**src/rtl/iommu_fq_writer.sv**
```systemverilog
// Drains fault records from the record FIFO into the in-memory circular fault queue.
// Build option: define IOMMU_FQ_IRQ_CLR_EN to add clr_fip_i (software clear of fip_o).
module iommu_fq_writer #(
  parameter int RECORD_W = 256,
  parameter int PPN_W    = 44,
  parameter int ADDR_W   = 56,
  parameter int IDX_W    = 20
) (
  input  logic                clk_i,
  input  logic                rst_ni,
  input  logic                enable_i,
  input  logic [PPN_W-1:0]    base_ppn_i,
  input  logic [4:0]          log2sz_i,
  input  logic [IDX_W-1:0]    head_i,
  output logic [IDX_W-1:0]    tail_o,
  input  logic                fifo_empty_i,
  input  logic [RECORD_W-1:0] fifo_data_i,
  output logic                fifo_pop_o,
  output logic                wr_valid_o,
  output logic [ADDR_W-1:0]   wr_addr_o,
  output logic [RECORD_W-1:0] wr_data_o,
  input  logic                wr_ready_i,
  input  logic                wr_resp_valid_i,
  input  logic                wr_resp_err_i,
  input  logic                clr_of_i,
  input  logic                clr_mf_i,
`ifdef IOMMU_FQ_IRQ_CLR_EN
  input  logic                clr_fip_i,
`endif
  output logic                overflow_o,
  output logic                mem_fault_o,
  output logic                fip_o
);

  localparam logic [1:0] ST_IDLE = 2'd0;
  localparam logic [1:0] ST_REQ  = 2'd1;
  localparam logic [1:0] ST_RESP = 2'd2;

  logic [1:0]          state_q, state_d;
  logic [IDX_W-1:0]    tail_q, tail_d;
  logic                pop_q, pop_d;
  logic [ADDR_W-1:0]   addr_q, addr_d;
  logic [RECORD_W-1:0] data_q, data_d;
  logic                of_q, of_d;
  logic                mf_q, mf_d;
  logic                fip_q, fip_d;
  logic                en_q;

  logic [5:0]          size_log2;
  logic [IDX_W-1:0]    mask;
  logic [IDX_W-1:0]    next_tail;
  logic [ADDR_W-1:0]   tail_addr;
  logic                full;
  logic                set_of, set_mf, set_fip, tail_adv;
  logic                en_fall, clr_fip;

`ifdef IOMMU_FQ_IRQ_CLR_EN
  assign clr_fip = clr_fip_i;
`else
  assign clr_fip = 1'b0;
`endif

  // Queue holds 2^(log2sz+1) entries, clamped to what the index can address.
  always_comb begin
    size_log2 = {1'b0, log2sz_i} + 6'd1;
    if (size_log2 > 6'(IDX_W)) begin
      size_log2 = 6'(IDX_W);
    end
    mask      = ~({IDX_W{1'b1}} << size_log2);
    next_tail = (tail_q + IDX_W'(1)) & mask;
    full      = (next_tail == head_i);
    tail_addr = ADDR_W'({base_ppn_i, 12'h000}) + ADDR_W'({tail_q, 5'b00000});
  end

  assign en_fall = en_q & ~enable_i;

  always_comb begin
    state_d  = state_q;
    pop_d    = 1'b0;
    addr_d   = addr_q;
    data_d   = data_q;
    set_of   = 1'b0;
    set_mf   = 1'b0;
    set_fip  = 1'b0;
    tail_adv = 1'b0;
    case (state_q)
      ST_IDLE: begin
        // The pop is registered, so skip the cycle in which the FIFO head is still the popped record.
        if (!pop_q && !fifo_empty_i) begin
          pop_d = 1'b1;
          if (enable_i && !of_q && !mf_q) begin
            if (full) begin
              set_of = 1'b1;
            end else begin
              addr_d  = tail_addr;
              data_d  = fifo_data_i;
              state_d = ST_REQ;
            end
          end
        end
      end
      ST_REQ: begin
        if (wr_ready_i) begin
          state_d = ST_RESP;
        end
      end
      ST_RESP: begin
        if (wr_resp_valid_i) begin
          state_d = ST_IDLE;
          if (wr_resp_err_i) begin
            set_mf = 1'b1;
          end else if (enable_i) begin
            tail_adv = 1'b1;
            set_fip  = 1'b1;
          end
        end
      end
      default: state_d = ST_IDLE;
    endcase

    if (!enable_i) begin
      tail_d = '0;
    end else if (tail_adv) begin
      tail_d = next_tail;
    end else begin
      tail_d = tail_q;
    end

    of_d  = set_of  | (of_q  & ~clr_of_i);
    mf_d  = set_mf  | (mf_q  & ~clr_mf_i);
    fip_d = set_fip | (fip_q & ~(en_fall | clr_fip));
  end

  always_ff @(posedge clk_i or negedge rst_ni) begin
    if (!rst_ni) begin
      state_q <= ST_IDLE;
      tail_q  <= '0;
      pop_q   <= 1'b0;
      addr_q  <= '0;
      data_q  <= '0;
      of_q    <= 1'b0;
      mf_q    <= 1'b0;
      fip_q   <= 1'b0;
      en_q    <= 1'b0;
    end else begin
      state_q <= state_d;
      tail_q  <= tail_d;
      pop_q   <= pop_d;
      addr_q  <= addr_d;
      data_q  <= data_d;
      of_q    <= of_d;
      mf_q    <= mf_d;
      fip_q   <= fip_d;
      en_q    <= enable_i;
    end
  end

  assign tail_o      = tail_q;
  assign fifo_pop_o  = pop_q;
  assign wr_valid_o  = (state_q == ST_REQ);
  assign wr_addr_o   = addr_q;
  assign wr_data_o   = data_q;
  assign overflow_o  = of_q;
  assign mem_fault_o = mf_q;
  assign fip_o       = fip_q;

endmodule

```
**config.mk**
```make
export PLATFORM = sky130hd
export DESIGN_NAME = iommu_fq_writer
export DESIGN_NICKNAME = d
export VERILOG_FILES = /design/src/rtl/iommu_fq_writer.sv
export SDC_FILE = /design/constraint.sdc
export NUM_CORES = 1
export LEC_CHECK = 0
export CAP_MARGIN = 15
export CELL_PAD_IN_SITES_DETAIL_PLACEMENT = 0
export CELL_PAD_IN_SITES_GLOBAL_PLACEMENT = 2
export CORE_AREA = 3 3 329 201
export DETAILED_ROUTE_END_ITERATION = 8
export DIE_AREA = 0 0 332 204
export PLACE_DENSITY = 0.78
export SETUP_SLACK_MARGIN = 0.05
export SLEW_MARGIN = 20
export SYNTH_ARGS = -nofsm -noshare
export SYNTH_HDL_FRONTEND = slang
export SYNTH_SLANG_ARGS = --single-unit
export TNS_END_PERCENT = 50
```
**constraint.sdc**
```tcl
create_clock -name clk_i -period 3.25 [get_ports clk_i]
set_input_delay 0.65 -clock clk_i [delete_from_list [all_inputs] [get_ports clk_i]]
set_output_delay 0.65 -clock clk_i [all_outputs]
set_load 0.005 [all_outputs]
```
Yosys cells after proc, flatten, opt, wreduce, memory -nomap -nowiden
Index checks and enable logic that the tools add are counted.
{ "classes": {"n_addsub": 3, "n_mul": 0, "n_div": 0, "order_cmp": 1, "eq_ne": 9, "shift": 1, "muxes": 22, "bitwise_logic": 14, "n_reduce_logical": 10} }
{ "ops": {"columns": ["op", "count"], "rows": [
  ["56-bit by 25-bit adder with 56-bit output", 1],
  ["20-bit 2-to-1 mux", 2],
  ["20-bit by 1-bit adder with 20-bit output, second input constant", 1],
  ["20-bit AND", 1],
  ["20-bit equality test", 1],
  ["20-bit inverter", 1],
  ["20-bit by 6-bit left shift with 20-bit output, first input constant", 1],
  ["1-bit 2-to-1 mux", 13],
  ["2-bit 2-to-1 mux", 5],
  ["2-bit inequality test, second input constant", 4],
  ["5-bit by 1-bit adder with 6-bit output, second input constant", 1],
  ["6-bit by 5-bit > comparator with 1-bit output, second input constant", 1],
  ["6-bit 2-to-1 mux", 1],
  ["2-bit case mux with 3 select lines", 1],
  ["1-bit inverter", 5],
  ["5-bit AND reduction", 1],
  ["1-bit AND", 4],
  ["1-bit zero test", 4],
  ["2-bit by 1-bit inequality test with 1-bit output, second input constant", 2],
  ["4-bit AND reduction", 1],
  ["1-bit logical AND", 3],
  ["1-bit OR", 3],
  ["2-bit by 1-bit equality test with 1-bit output, second input constant", 1],
  ["2-bit equality test, second input constant", 1],
  ["2-bit zero test", 1]
]} }
{ "totals": {"register_bits": 339, "latchBits": 0, "mem_bits_rw": 0, "romBits": 0, "input_bits": 334, "elab_cells": 69, "memories": 0} }

Depth between registers and ports, before layout
{ "logic_depth": {"depth_word": 12, "depth_mapped": 15, "mapped_depth_nobuf": 12} }

Worst setup path before layout
Ideal clock, no wire load.
{ "synth_path": {"path_kind": "input port to flip-flop", "start": "input port log2sz_i[0]", "end": "register addr_q[37] (netlist: wr_addr_o[37])", "setup_time_ns": 0.127, "arrival_time_ns": 3.704, "t_required_ns": 3.123, "path_slack_ns": -0.582, "cell_stages": 15, "cell_sequence": "ha_1 -> buf_2 -> nor2b_1 -> clkbuf_1 -> a21o_1 -> a221o_1 -> a22oi_1 -> nand3_1 -> or4_1 -> a2111oi_2 -> a41o_1 -> buf_4 -> buf_8 -> buf_6 -> mux2_1"} }
{ "synth_between": {"elab_chain_len": 9} }
{ "synth_rtl": {"columns": ["item", "line", "rtl"], "rows": [
  ["start, declared", "13", "input logic [4:0] log2sz_i,"],
  ["5-bit by 1-bit adder with 6-bit output (*)", "65", "size_log2 = {1'b0, log2sz_i} + 6'd1;"],
  ["6-bit by 5-bit > comparator with 1-bit output", "66", "if (size_log2 > 6'(IDX_W)) begin"],
  ["6-bit 2-to-1 mux (*)", "66", null],
  ["20-bit by 6-bit left shift with 20-bit output (*)", "69", "mask = ~({IDX_W{1'b1}} << size_log2);"],
  ["20-bit inverter (*)", "69", null],
  ["20-bit AND (*)", "70", "next_tail = (tail_q + IDX_W'(1)) & mask;"],
  ["20-bit equality test (*)", "71", "full = (next_tail == head_i);"],
  ["1-bit inverter (no line) (*)", null, null],
  ["4-bit AND reduction (no line) (*)", null, null],
  ["end signal, assigned", "149", "addr_q <= addr_d;"],
  ["end, declared", "42", "logic [ADDR_W-1:0] addr_q, addr_d;"]
]} }
Every way passes the cells marked *; elsewhere a longest branch is shown, timed or not.
A chain may end at the register's enable or synchronous reset.

Worst setup path after layout
{ "layout_path": {"start": "input port log2sz_i[1]", "end": "register data_q[101] (netlist: wr_data_o[101])"} }
{ "layout_between": {"elab_chain_len": 9} }
{ "layout_rtl": {"columns": ["item", "line", "rtl"], "rows": [
  ["5-bit by 1-bit adder with 6-bit output (*)", "65", null],
  ["6-bit by 5-bit > comparator with 1-bit output", "66", null],
  ["6-bit 2-to-1 mux (*)", "66", null],
  ["20-bit by 6-bit left shift with 20-bit output (*)", "69", null],
  ["20-bit inverter (*)", "69", null],
  ["20-bit AND (*)", "70", null],
  ["20-bit equality test (*)", "71", null],
  ["1-bit inverter (no line) (*)", null, null],
  ["4-bit AND reduction (no line) (*)", null, null],
  ["end signal, assigned", "150", "data_q <= data_d;"],
  ["end, declared", "43", "logic [RECORD_W-1:0] data_q, data_d;"]
]} }
Marks and branches as above.

==> metrics.md <==
| Metric | Value |
|---|---|
| Status | finished, violations left |
| Failing checks | setup timing |
| Relative slew slack | 47.0% |
| Vert. Die Dim | 204 um |
| Crit path DAT | 4.03 ns |
| CP most frequent cell | buf_4 |
| Crit-path cells | buf_4 > ha_4 > buf_4 > buf_4 > nor3b_2 > mux2_4 > buf_6 > buf_4 > o41ai_1 > or4_4 > a2111oi_4 > a41o_4 > buf_12 > buf_12 > buf_12 > buf_16 > mux2_4 |
| Final non-filler cell total | 2,895 |
| Ys Warns | 0 |
| Kind of critical path | input port to flop |
| Area grow syn2layout | 77.6% |
| Post-route setup slack | -0.348 ns |
| Full die area | 0.0677 sq mm |
| Tightest Hold Check Type | input port to async pin |
| Number of synthesized flops with an enable pin | 0 |
| Initial core utilization | 24.2% |
| Post-route design area | 0.0270 sq mm |
| Pleak | 11.8 nW |
| Avg Cell Area, Syn | 13.4 sq um |
| Post-Syn Instances | 1,136 |
| Ratio of total power to cell area | 768 mW/mm^2 |
| Die width | 332 um |
| Crit path launch type | input port |
| Detailed Routing Iterations Pass 1 | 6 |
| CTS tree | yes |
| # rows | 71 |
| Final Util | 42.9% |
| Max Cap Viol | 0 |
| Initial antenna violation count | 20 |
| Setup crit end kind | flop |
| Commonest non-fill, non-tap cell in the layout | clkdlybuf4s50_1 |
| Post-DP Area | 0.0241 sq mm |
| Sequential area share after synthesis | 55.0% |
| # IOs | 671 |
| Post-route minimum period | 3.60 ns |
| Hold_buf cts | 0 |
| Post-DP HPWL | 52.7 mm |
| GPL Wtd Cong | 0.894 |
| Wire per inst | 23.6 um |
| H-tree levels | 2 |
| Max Clock Skew | 0.0203 ns |
| Maximum VDD drop | 0.000401 V |
| Layout cell share with drive strength beyond 1 | 27.6% |
| # DRC | 0 |
| Slew @ Worst Pin | 0.795 ns |
| R2r setup slk | -0.31 ns |
| GRT overflow | 0 |
| Worst Hold Slack | 0.100 ns |
| Critical Path RT | 3.68 ns |
| Critical path peak fanout | 6 |
| Most used flip-flop cell after synthesis | dfrtp_1 |
| CTS max path bufs | 3 |
| Inst Count DP | 2,769 |
| Post-synth cell types | 73 |
| Synthesized area | 0.0152 sq mm |
| Total wire length | 68.3 mm |
| Pre-CTS setup slack | -1.25 ns |
| Clock tree root driver cell | clkbuf_16 |
| Final Hold Fails | 0 |
| Initial detailed-routing violation count | 719 |
| First-pass GRT wire length | 97.3 mm |
| Port buffer count | 665 |
| Vias in the first global route | 13,587 |
| Endpoints failing setup | 308 |
| Async S/R FF share, synth | 100% |
| CTS sink cnt | 334 |
| Crit path largest cell delay | 0.57 ns |
| Synthesized flop and latch total | 334 |
| Largest net degree at the start of global routing | 84 |
| Pins over their slew limit | 0 |
| RSZ-0062 raised after global routing | true |
| Vias per cell | 4.51 |
| Clock transition at the registers of the reported paths | 0.06 ns |
| Fin nets | 2,378 |
| Gr usage total | 19.3% |
| Num CTS Buffers | 37 |
| Core footprint | 0.0629 sq mm |
| Final period util | 111% |
| CP max-delay cell | or4_4 |
| Final ANT Viol Nets | 0 |
| Clock latency on the worst-skew pair | 0.56 ns |
| DR vias | 13,059 |
| Maximum clock rate | 278 MHz |
| Most frequent cells in the layout | clkdlybuf4s50_1 (656), dfrtp_1 (331), buf_4 (190), mux2_1 (112), mux2_4 (102) |
area by class of cell:
type	count	area, sq um
inverter	16	60.1
multi-input combinational	725	7040
timing repair buffer	914	9210
sequential	334	8360
fill	5876	35900
clock buffer	56	1130
clock inverter	9	128
antenna	2	5.00
tap	839	1050
power by group:
group          total [W]  switching, W  internal [W]
Sequential       0.00714       0.00105       0.00609
Combinational    0.00918       0.00313       0.00605
Clock            0.00441       0.00183       0.00257
routing by layer:
metal  GRT usage (%)  up-vias  share of wire, %
met5               0        -              0.23
met4            4.31       24               2.1
met3            5.63      101               6.4
met2            33.0      392                49
met1            24.2     6649                42
li1                -     5893                 -
cell families after synthesis:
family / share of synthesized area (%)
buffers and inverters: 3.66
XOR/XNOR: 3.34
other: 0.0247
AO/OA/AOI/OAI: 6.13
flip-flops: 55.0
multiplexers: 22.9
adder cells (fa/ha/maj): 1.37
AND/OR/NAND/NOR: 7.57
timing repair:
item                       4_1_cts  5_1_grt
pin swaps                       17       24
buffers inserted                26       20
setup endpoints to repair      308      308
cloned                          12        5
resized for setup              175       62
cells in the mapped netlist (3+ instances only):
| library cell | number | area share, % |
|---|---|---|
| o31ai_1 | 9 | 0.44 |
| or4_1 | 4 | 0.20 |
| and3_1 | 15 | 0.62 |
| nand3_1 | 24 | 0.79 |
| buf_6 | 20 | 1.5 |
| a21oi_1 | 21 | 0.69 |
| a22o_1 | 4 | 0.23 |
| nor2_1 | 29 | 0.72 |
| ha_1 | 15 | 1.2 |
| buf_4 | 15 | 0.74 |
| dfrtp_1 | 334 | 55 |
| a41o_1 | 3 | 0.20 |
| nand2b_1 | 12 | 0.49 |
| or3_1 | 3 | 0.12 |
| a21o_1 | 12 | 0.59 |
| buf_2 | 18 | 0.59 |
| clkbuf_1 | 9 | 0.22 |
| a22oi_1 | 5 | 0.25 |
| xor2_1 | 21 | 1.2 |
| inv_1 | 16 | 0.40 |
| mux2_2 | 107 | 7.9 |
| nor3_1 | 21 | 0.69 |
| nor3b_1 | 8 | 0.40 |
| nand4_1 | 10 | 0.41 |
| o21ai_0 | 32 | 1.1 |
| o2111ai_1 | 3 | 0.17 |
| o21bai_1 | 5 | 0.25 |
| nor4_1 | 9 | 0.37 |
| nor2b_1 | 8 | 0.33 |
| nand3b_1 | 3 | 0.15 |
| mux2_1 | 200 | 15 |
| a31oi_1 | 6 | 0.25 |
| and2_1 | 4 | 0.16 |
| a211oi_1 | 3 | 0.15 |
| nand2_1 | 41 | 1.0 |
| xnor2_1 | 37 | 2.1 |
critical path, delay by kind of cell:
kind                       cells  cell delay (ns)
muxes                          2             0.52
adders and majority gates      1             0.17
buffers and inverters          9             1.19
AOI/OAI and AO/OA              3             0.73
and+or+nand+nor                2             0.75
sequential cells by signal (all words and copies together) (netlist names):
| name | count |
|---|---|
| tail_o | 20 |
| overflow_o | 1 |
| fip_o | 1 |
| mem_fault_o | 1 |
| en_q | 1 |
| wr_data_o | 256 |
| state_q | 2 |
| fifo_pop_o | 1 |
| wr_addr_o | 51 |
path summary, 6_finish.rpt:
kind,start,endpoint,cells after the start
worst max-delay path,log2sz_i[1],wr_data_o[101],17
worst min-delay path,rst_ni,wr_data_o[64],1
worst max register to register,tail_o[1],wr_data_o[101],15
worst min register to register,fifo_pop_o,fifo_pop_o,1
max in group asynchronous,rst_ni,wr_data_o[53],2
min in group clk_i,fifo_pop_o,fifo_pop_o,1
through the flow:
stage          setup TNS (ns)  total power, W
2_1_floorplan         -137.72         0.00947
3_3_place_gp          -396.50          0.0152
3_5_place_dp          -368.21          0.0154
4_1_cts                -84.15          0.0209
5_1_grt               -110.53          0.0217
6_report               -87.75          0.0207
(Power assumes the default switching activity.)
